<file path="config.mk">
export PLATFORM = sky130hd
export DESIGN_NAME = string_stream_arbiter
export DESIGN_NICKNAME = d
export VERILOG_FILES = /design/src/rtl/string_arb_pkg.sv /design/src/rtl/rr_picker.sv /design/src/rtl/string_stream_arbiter.sv
export SDC_FILE = /design/constraint.sdc
export NUM_CORES = 1
export LEC_CHECK = 0
export CORE_AREA = 2 2 63 65
export CTS_CLUSTER_DIAMETER = 40
export DETAILED_ROUTE_END_ITERATION = 7
export DIE_AREA = 0 0 65 67
export HOLD_SLACK_MARGIN = 0.08
export PLACE_DENSITY_LB_ADDON = 0.05
export SYNTH_ARGS = -nofsm -noshare
export SYNTH_HDL_FRONTEND = slang
export SYNTH_SLANG_ARGS = --single-unit
</file>
<file path="constraint.sdc">
create_clock -name clk -period 3.75 [get_ports clk]
set_clock_uncertainty 0.2 [all_clocks]
set_input_delay 0.375 -clock clk [delete_from_list [all_inputs] [get_ports clk]]
set_output_delay 0.375 -clock clk [all_outputs]
set_load 0.01 [all_outputs]
</file>
<file path="src/rtl/string_arb_pkg.sv">
// Shared types and default sizing for the string stream arbiter.
package string_arb_pkg;

  typedef enum logic [1:0] {ARB_IDLE, ARB_STREAM, ARB_FLUSH} arb_state_t;

  localparam int DEF_N_REQ   = 3;
  localparam int DEF_DATA_W  = 8;
  localparam int DEF_MAX_LEN = 64;
  localparam int STAT_W      = 16;

endpackage

</file>
<file path="src/rtl/rr_picker.sv">
// Combinational round-robin picker: first set request at or after ptr, wrapping.
module rr_picker
  import string_arb_pkg::*;
#(
  parameter int N   = DEF_N_REQ,
  parameter int IDW = 2
) (
  input  logic [N-1:0]   req,
  input  logic [IDW-1:0] ptr,
  output logic           found,
  output logic [IDW-1:0] idx
);

  // Scan N positions starting at ptr; the first hit wins.
  always_comb begin
    int unsigned j;
    found = 1'b0;
    idx   = '0;
    j     = 0;
    for (int unsigned k = 0; k < int'(N); k++) begin
      j = (int'(ptr) + k) % int'(N);
      if (!found && req[j]) begin
        found = 1'b1;
        idx   = IDW'(j);
      end
    end
  end

endmodule

</file>
<file path="src/rtl/string_stream_arbiter.sv">
// Round-robin arbiter granting whole byte strings from N_REQ sources to one engine.
// Optional per-source completed-string counters: define STR_ARB_STATS_EN.
module string_stream_arbiter
  import string_arb_pkg::*;
#(
  parameter  int N_REQ   = DEF_N_REQ,
  parameter  int DATA_W  = DEF_DATA_W,
  parameter  int MAX_LEN = DEF_MAX_LEN,
  localparam int LEN_W   = $clog2(MAX_LEN + 1),
  localparam int ID_W    = (N_REQ > 1) ? $clog2(N_REQ) : 1
) (
  input  logic                     clk,
  input  logic                     rst_n,
  input  logic [N_REQ-1:0]         req_valid,
  input  logic [N_REQ*DATA_W-1:0]  req_data,
  input  logic [N_REQ-1:0]         req_last,
  output logic [N_REQ-1:0]         req_ready,
  output logic                     eng_valid,
  output logic [DATA_W-1:0]        eng_data,
  output logic                     eng_last,
  output logic [ID_W-1:0]          eng_src,
  input  logic                     eng_ready,
  output logic                     busy,
  output logic                     err_overlen
`ifdef STR_ARB_STATS_EN
  ,
  output logic [N_REQ*STAT_W-1:0]  str_count
`endif
);

  arb_state_t        state, state_nxt;
  logic [ID_W-1:0]   grant;
  logic [ID_W-1:0]   rr_ptr;
  logic [ID_W-1:0]   next_ptr;
  logic [LEN_W-1:0]  cnt;
  logic              pick_found;
  logic [ID_W-1:0]   pick_idx;
  logic              sel_valid;
  logic [DATA_W-1:0] sel_data;
  logic              sel_last;
  logic              at_max;
  logic              hs;
  logic              str_done;

  rr_picker #(.N(N_REQ), .IDW(ID_W)) u_picker (
    .req   (req_valid),
    .ptr   (rr_ptr),
    .found (pick_found),
    .idx   (pick_idx)
  );

  assign sel_valid = req_valid[grant];
  assign sel_data  = req_data[grant*DATA_W +: DATA_W];
  assign sel_last  = req_last[grant];
  assign at_max    = (cnt == LEN_W'(MAX_LEN - 1));
  assign next_ptr  = (grant == ID_W'(N_REQ - 1)) ? '0 : grant + 1'b1;
  assign eng_src   = grant;
  assign busy      = (state != ARB_IDLE);
  // A string completes on its last byte or when it is cut at MAX_LEN.
  assign str_done  = (state == ARB_STREAM) && hs && (sel_last || at_max);

  // Next-state and pass-through of the granted source.
  always_comb begin
    state_nxt = state;
    req_ready = '0;
    eng_valid = 1'b0;
    eng_data  = '0;
    eng_last  = 1'b0;
    hs        = 1'b0;
    case (state)
      ARB_IDLE: begin
        if (pick_found) state_nxt = ARB_STREAM;
      end
      ARB_STREAM: begin
        eng_valid        = sel_valid;
        eng_data         = sel_data;
        eng_last         = sel_last || at_max;
        req_ready[grant] = eng_ready;
        hs               = sel_valid && eng_ready;
        if (hs) begin
          if (sel_last)    state_nxt = ARB_IDLE;
          else if (at_max) state_nxt = ARB_FLUSH;
        end
      end
      ARB_FLUSH: begin
        req_ready[grant] = 1'b1;
        if (sel_valid && sel_last) state_nxt = ARB_IDLE;
      end
      default: state_nxt = ARB_IDLE;
    endcase
  end

  // State, grant, pointer, length counter and truncation pulse.
  always_ff @(posedge clk or negedge rst_n) begin
    if (!rst_n) begin
      state       <= ARB_IDLE;
      grant       <= '0;
      rr_ptr      <= '0;
      cnt         <= '0;
      err_overlen <= 1'b0;
    end else begin
      state       <= state_nxt;
      err_overlen <= 1'b0;
      case (state)
        ARB_IDLE: begin
          cnt <= '0;
          if (pick_found) grant <= pick_idx;
        end
        ARB_STREAM: begin
          if (hs) begin
            if (sel_last) begin
              cnt    <= '0;
              rr_ptr <= next_ptr;
            end else if (at_max) begin
              cnt         <= '0;
              rr_ptr      <= next_ptr;
              err_overlen <= 1'b1;
            end else begin
              cnt <= cnt + 1'b1;
            end
          end
        end
        default: ;
      endcase
    end
  end

`ifdef STR_ARB_STATS_EN
  // Saturating per-source count of completed (including truncated) strings.
  always_ff @(posedge clk or negedge rst_n) begin
    if (!rst_n) begin
      str_count <= '0;
    end else if (str_done && (str_count[grant*STAT_W +: STAT_W] != '1)) begin
      str_count[grant*STAT_W +: STAT_W] <= str_count[grant*STAT_W +: STAT_W] + 1'b1;
    end
  end
`endif

endmodule

</file>
* After elaboration in Yosys (flattened, before gate mapping)
Cells that the tools add are included.
** Word-level totals
- Flip-flop bits (word level) :: 14
- Input port bits :: 33
- Logic and storage cells :: 84
** Cells by class
- Add/sub/neg operators :: 4
- Divide/modulo/power cells :: 3
- Order comparisons :: 5
- Equal/unequal tests :: 9
- Shifts and indexed selects :: 1
- Multiplexer cells :: 40
- Bitwise operators :: 1
- Reduce and logical (&&, ||, !) cells :: 16
** Operators with widths (count)
- 32-bit by 3-bit less-than comparator with 1-bit output, second input constant :: 3
- 32-bit by 2-bit remainder unit with 32-bit output, second input constant :: 2
- 2-bit by 2-bit remainder unit with 32-bit output, second input constant :: 1
- 24-bit by 6-bit indexed part select with 8-bit output :: 1
- 2-bit 2-to-1 mux :: 11
- 7-bit 2-to-1 mux :: 3
- 1-bit 2-to-1 mux :: 16
- 7-bit one-hot mux with 2 select lines :: 1
- 1-bit binary-select mux with 2-bit select :: 5
- 8-bit 2-to-1 mux :: 1
- 7-bit by 1-bit adder with 7-bit output, second input constant :: 1
- 7-bit by 6-bit equality test with 1-bit output, second input constant :: 1
- 2-bit != test, second input constant :: 3
- 2-bit one-hot mux with 3 select lines :: 1
- 3-bit one-hot mux with 2 select lines :: 1
- 2-bit nonzero test :: 3
- 1-bit logical AND :: 5
- 2-bit equality test, second input constant :: 2
- 2-bit AND reduction :: 2
- 4-bit AND reduction :: 1
- 2-bit by 1-bit adder with 3-bit output, second input constant :: 1
- 2-bit by 2-bit adder with 3-bit output, second input constant :: 1
- 3-bit AND :: 1
- 2-bit by 3-bit less-than comparator with 1-bit output, second input constant :: 1
- other kinds (10) :: 11

* Logic depth before layout (Yosys ltp)
Gate-level depths: netlist of run 1.
- Depth in word-level cells :: 12
- Gate-level depth with buffers :: 8

* Modules after synthesis
From an unflattened synthesis of run 1, not the netlist that was laid out.
** Unflattened totals
- Cell total of the unflattened synthesis :: 157
- Area, all modules :: 1365.1 um^2
** By module, submodules not included
- string_stream_arbiter :: times used 1, cells an instance 125, area each 1113.6 um^2, sequential area each 350.3 um^2
- rr_picker :: times used 1, cells an instance 32, area each 251.5 um^2, sequential area each 0.0 um^2

* Least setup slack after synthesis of run 1
Ideal clock, no wire load.
- Kind :: register -> register
- Start :: register rr_ptr[0]
- End :: register grant[0] (netlist: eng_src[0])
- Setup time :: 131 ps
- Data arrival time :: 1819 ps
- Required time :: 3419 ps
- Path slack :: 1600 ps
- Cell stages (with the launch flop) :: 9
- Path through :: dfrtp_1 inv_1 ha_1 clkbuf_1 a22o_1 a211o_1 a21boi_0 nand2b_1 o31ai_1
** On the way
- Longest elaborated chain between the ends :: 11
- Elaborated cells on any way between the ends :: 22
** RTL lines
- start: declaration :: line string_stream_arbiter.sv:33 : logic [ID_W-1:0] rr_ptr;
- start signal: assignment :: line string_stream_arbiter.sv:113 : rr_ptr <= next_ptr;
- start signal: assignment :: line string_stream_arbiter.sv:116 : rr_ptr <= next_ptr;
- branches (longest 11 deep; another with 32-bit by 2-bit remainder unit with 32-bit output)
- end signal: assignment :: line string_stream_arbiter.sv:107 : if (pick_found) grant <= pick_idx;
- end: declaration :: line string_stream_arbiter.sv:32 : logic [ID_W-1:0] grant;
Several ways; the timed one is not identified. The select of a mux whose other input is x is not followed.
A chain may end at the register's enable or synchronous reset.

* Final worst setup path of run 1
- Start :: register grant[0] (netlist: eng_src[0])
- End :: output eng_last
** On the way
- Longest elaborated chain between the ends :: 4
** RTL lines
- 1-bit binary-select mux with 2-bit select :: line string_stream_arbiter.sv:54 : assign sel_last = req_last[grant];
- 1-bit 2-to-1 mux (implied by the code) :: line string_stream_arbiter.sv:54
- 1-bit logical OR :: line string_stream_arbiter.sv:77 : eng_last = sel_last || at_max;
- 1-bit 2-to-1 mux :: line string_stream_arbiter.sv:70 : case (state)
- end: declaration :: line string_stream_arbiter.sv:20 : output logic eng_last,
Every way passes these cells. The select of a mux whose other input is x is not followed.

==> impl_metrics.ini, run 1 <==
[outcome]
status = finished, final reports clean

[grt]
track_usage_pct = 17.46
grt_antenna_before_repair = 0
grt_overflow_total = 0
grt_pass1_vias = 1311
grt_max_degree = 20
grt_pass1_wl_um = 5934

[route]
routed_wl_um = 3620
vias = 1314
dr.pass1.iters = 4
initialDrtViolationCount = 65
drc = 0
ant_nets = 0
post_drt_wl_per_cell_um = 14.42
viasPerCell = 5.235

[synth]
synth_nets = 197
yosysTopAreaCell = dfrtp_1
synth-seq-cells = 14
yosysUniqueCellTypes = 42
ys.warnings.count = 0
syn_inst = 157
yosys_most_used_dff = dfrtp_1
synth_compound_area_share_pct = 27.06
synth-adder-area-share_pct = 6.965
syn_avg_cell_area_um2 = 8.009
synth-xor-area-share_pct = 0
synth-async-reset-ratio_pct = 100.0
synth.most_common_cell = nand2_1
synth_mux_area_share_pct = 9.552
synth_edf_count = 0
synth-simple-area-share_pct = 22.09
synth_commonest_cells = 22 x nand2_1, 19 x o21ai_0, 14 x dfrtp_1
synth_top_family_by_area = compound AO/OA/AOI/OAI gates
yosys.area.top_type_share_pct = 27.86
netlist_top_cells_area = dfrtp_1 28%, mux2i_1 9.6%, o21ai_0 7.6%
synth_seq_area_share_pct = 27.86
synthesis.area_mm2 = 0.001257

[die]
die_height_um = 67
core_region_area_mm2 = 0.003606
num_rows = 22
io_pins = 50
start_util_pct = 34.87
die-area_mm2 = 0.004355
die_w_um = 65

[power_and_ir_drop]
p_leak_nw = 0.7249
vdd_drop_max_v = 0.0003160
power_density_mw_per_mm2 = 660.7

[placed_design]
post-place-ws_ps = 1086
io_buffer_count = 49
gp_congestion = 0.7877
dp_hpwl_um = 2855

[sta]
worst_pin_slew_ps = 750.0
relSlewSlack_pct = 49.77
timing.fmax_ghz = 0.3453
min_period_over_period_pct = 77.23
hold_violations = 0
fin_crit_ps = 2896
finalSetupTns_ps = 0
finalSetupViolCount = 0
rsz0062_at_grt = no
setup_slack_ps = 853.8
slew_violations = 0

[clock_tree]
clk_latency_ps = 250
post_cts_resized = 0
cts_tree = done
cts_hold_buf = 0
clkTransAtPathRegs_ps = 60
cts-buffers-inserted = 3
h-tree-depth = 1
post-cts-setup-buffers = 0
root_buffer = clkbuf_8
cts.sinks = 14
clk_path_buf_depth = 2

[layout]
syn2layout_area_growth_pct = 45.27
drive_gt1_share_pct = 3.448
final_nets = 244
fill_cells = 359
antenna_cells = 0

[setup_path]
cp-start-kind = register
worst-setup-path-type = reg -> out
worstPathCellList = mux2i_1, o21ai_1, o21a_1, clkdlybuf4s50_1
cp-end-kind = output port
worstPathMaxFanout = 17
critPathBufInv = 1
critPathTopFamily = flip-flops
cp_slowest_stage_delay_ps = 790
crit_required_ps = 3170
cpMaxStageDelayCell = dfrtp_1
crit_arrival_ps = 2320

[hold_path]
hp-class = reg -> reg

[job]
maxCapViolations = 0
-- power by group --
part / internal [mW] / switching [mW] / total [mW] / leakage [nW]
registers: 0.189 / 0.0622 / 0.251 / 0.188
clock network: 0.0930 / 0.0561 / 0.149 / 0.0288
logic: 0.393 / 0.414 / 0.807 / 0.508
total: 0.675 / 0.532 / 1.21 / 0.725
-- worst paths after layout --
path                            start  depth (start not counted)  slack, ps          to
min                            cnt[6]                          1        290      cnt[6]
max reg2reg                eng_src[0]                          5       1100      cnt[0]
max in group asynchronous       rst_n                          1       2640  eng_src[1]
min reg2reg                    cnt[6]                          1        290      cnt[6]
max                        eng_src[0]                          4        850    eng_last
min in group asynchronous       rst_n                          1        310      cnt[0]
-- cell usage in the layout, fill, tap and decap left out, types with 3 or more instances in the layout --
cell type,count
clkdlybuf4s50_1,49
nand2_1,22
o21ai_0,19
dfrtp_1,14
mux2i_1,12
inv_1,10
and2_1,9
ha_1,7
o31ai_1,6
nand2b_1,5
nor2_1,5
a21oi_1,5
clkbuf_8,4
nand3_1,3
-- layout make-up --
class | count | area, um2 | share of cell area, %
tap | 48 | 60.06 | 3.288
timing repair buffer | 50 | 498.0 | 27.26
multi-input combinational | 125 | 825.8 | 45.21
sequential | 14 | 350.3 | 19.18
clock buffer | 4 | 55.05 | 3.014
inverter | 10 | 37.54 | 2.055
-- worst reg2reg max path: stages (launching register included) --
cell,delay [ps]
dfrtp_1,790
and2b_1,370
o2bb2ai_2,210
a31oi_1,630
or2_1,240
o31ai_1,80
-- metal layers --
layer	track usage, %	share of wire (%)	vias to the layer above
met2	30.03	49	45
met3	2.703	5.1	6
met1	21.69	44	607
met4	7.181	2.0	0
li1	-	-	656
met5	0	0	-
-- sequential cells by signal, summed over array words and instances, names as in the netlist --
register,count
cnt,7
eng_src,2
err_overlen,1
rr_ptr,2
state,2
-- through the flow --
stage | hold slack [ps] | utilization (%) | instances | instance area (um2) | power (mW)
3_3_place_gp | 271.0 | 49.13 | 247 | 1772 | 1.054
5_1_grt | 324.2 | 50.66 | 251 | 1827 | 1.315
4_1_cts | 294.8 | 50.66 | 251 | 1827 | 1.213
3_5_place_dp | 278.9 | 49.13 | 247 | 1772 | 1.058
6_report | 290.0 | 50.66 | 251 | 1827 | 1.207
2_1_floorplan | -120.6 | - | 157 | 1257 | 0.7656
-- logic make-up after synthesis --
kind of cell / after synthesis
AND/OR/NAND/NOR: 55
AO/OA/AOI/OAI: 51
buffers and inverters: 18
flip-flops: 14
multiplexers: 12
adder cells (fa/ha/maj): 7
No activity file was read; power rests on OpenSTA's default activity.
==> run 2: changes to the inputs <==
==> constraint.sdc (replaced) <==
create_clock -name clk -period 2.6 [get_ports clk]
set_clock_uncertainty 0.2 [all_clocks]
set_input_delay 0.26 -clock clk [delete_from_list [all_inputs] [get_ports clk]]
set_output_delay 0.26 -clock clk [all_outputs]
set_load 0.01 [all_outputs]
==> run 2 against run 1 <==
Net effect:
- non-clock buffer count grew 8
- worst hold slack worse by 83 ps
- die area stayed put
- first-iteration DRC count fell by 15%
- register-to-register slack got worse by 700 ps
- sequential cell count unchanged
- core utilization rose by 1.8 points
- sequential power up 25%
- cell area rose by 3.6%
- power up 50%
- wire length shrank 1.7%
- clock power up 46%
- critical endpoint unchanged
- largest power group unchanged
==> impl_metrics.ini, run 2 (synthesis results as in run 1) <==
[die]
num_rows = 22
die_height_um = 67
start_util_pct = 34.87
die_w_um = 65
core_region_area_mm2 = 0.003606
die-area_mm2 = 0.004355
io_pins = 50

[clock_tree]
post-cts-setup-buffers = 0
h-tree-depth = 1
cts_hold_buf = 0
post_cts_resized = 0
cts.sinks = 14
cts-buffers-inserted = 3
clk_path_buf_depth = 2
root_buffer = clkbuf_8
clkTransAtPathRegs_ps = 60
clk_latency_ps = 250
cts_tree = done

[setup_path]
r2r_cells = 8
crit_arrival_ps = 1970
reg2reg_slack_ps = 400
worst-setup-path-type = reg -> out
worstPathMaxFanout = 4
crit_required_ps = 2140
cp-end-kind = output port
cp-start-kind = register

[grt]
grt_pass1_wl_um = 5754
busiest_layer = met2
track_usage_pct = 17.22
grt_use_met3_pct = 3.378
grt_antenna_before_repair = 0
grt_overflow_total = 0
grt_max_degree = 18
grt_pass1_vias = 1331
gr-usage-met2_pct = 30.67
met1_usage_pct = 20.35

[route]
post_drt_wl_per_cell_um = 13.74
dr.pass1.iters = 4
ant_nets = 0
drc = 0
routed_wl_um = 3559
viasPerCell = 5.181
initialDrtViolationCount = 55
vias = 1342

[sta]
finalSetupViolCount = 0
holdWs_ps = 207.5
relSlewSlack_pct = 56.94
min_period_over_period_pct = 93.42
rsz0062_at_grt = no
hold_violations = 0
slew_violations = 0
finalSetupTns_ps = 0
worst_pin_slew_ps = 643.9
timing.fmax_ghz = 0.4117
setup_slack_ps = 171.1
fin_crit_ps = 2429

[power_and_ir_drop]
power_density_mw_per_mm2 = 956.5
p_int_mw = 1.037
vdd_drop_max_v = 0.0005531
sw_frac_of_total_pct = 42.69
power_mw = 1.810
combPwrFrac_pct = 70.7
p_leak_nw = 0.7656
p_sw_mw = 0.7724
seqPwrFrac_pct = 17.3
clkPwrFrac_pct = 12.0

[layout]
largest_register = cnt
drive_gt1_share_pct = 7.583
largest_register_ffs = 7
most-common-layout-cells = 49 x clkdlybuf4s50_1, 22 x nand2_1, 19 x o21ai_0, 14 x dfrtp_1, 12 x mux2i_1
final_nets = 252
syn2layout_area_growth_pct = 50.45
mostFrequentLayoutCell = clkdlybuf4s50_1
antenna_cells = 0

[placed_design]
dp_hpwl_um = 2880
gp_congestion = 0.7770
post-place-ws_ps = 205.8
io_buffer_count = 49

[outcome]
status = finished, final reports clean

[hold_path]
hp-class = in -> async

[job]
maxCapViolations = 0
[run 2: changes by cell type in the layout (fill, tap and decap cells not counted)]
cell    before  now
buf_4        1    9
nor3_1       2    1
nor3_2       0    1
[run 2: final timing paths]
kind / from / to
max: cnt[0] / eng_last
max in group asynchronous: rst_n / eng_src[1]
min: rst_n / cnt[5]
min reg2reg: cnt[6] / cnt[6]
max reg2reg: rr_ptr[0] / eng_src[0]
min in group clk: cnt[6] / cnt[6]
[run 2: critical path, cell delays in order, from the launching register on]
cell and delay (ps):
dfrtp_1 410, ha_1 210, nand3_1 170, nor3_2 230, o21a_1 150, clkdlybuf4s50_1 550
[run 2: power by group through the flow]
stage | registers [mW] | clock network (mW) | logic (mW)
2_1_floorplan | 0.319 | 0 | 0.785
3_3_place_gp | 0.316 | 0 | 1.27
3_5_place_dp | 0.317 | 0 | 1.29
4_1_cts | 0.313 | 0.222 | 1.30
5_1_grt | 0.321 | 0.233 | 1.43
6_report | 0.313 | 0.218 | 1.28
[run 2: cell type report]
| class | instances | area (um2) |
|---|---|---|
| clock buffer | 4 | 55.05 |
| fill | 347 | 1714 |
| inverter | 10 | 37.54 |
| multi-input combinational | 125 | 830.8 |
| sequential | 14 | 350.3 |
| tap | 48 | 60.06 |
| timing repair buffer | 58 | 558.0 |
[run 2: through the flow]
| step | cell area [um2] | util (%) | cells |
|---|---|---|---|
| floorplan | 1257 | - | 157 |
| global placement | 1832 | 50.80 | 255 |
| detailed placement | 1832 | 50.80 | 255 |
| CTS | 1887 | 52.32 | 259 |
| global route | 1892 | 52.46 | 259 |
| finish | 1892 | 52.46 | 259 |
[run 2: metal layers]
metal	share of wire, %	wire [um]
met1	45	1612
met5	0	0
met4	1.1	39
met2	48	1712
met3	5.5	194
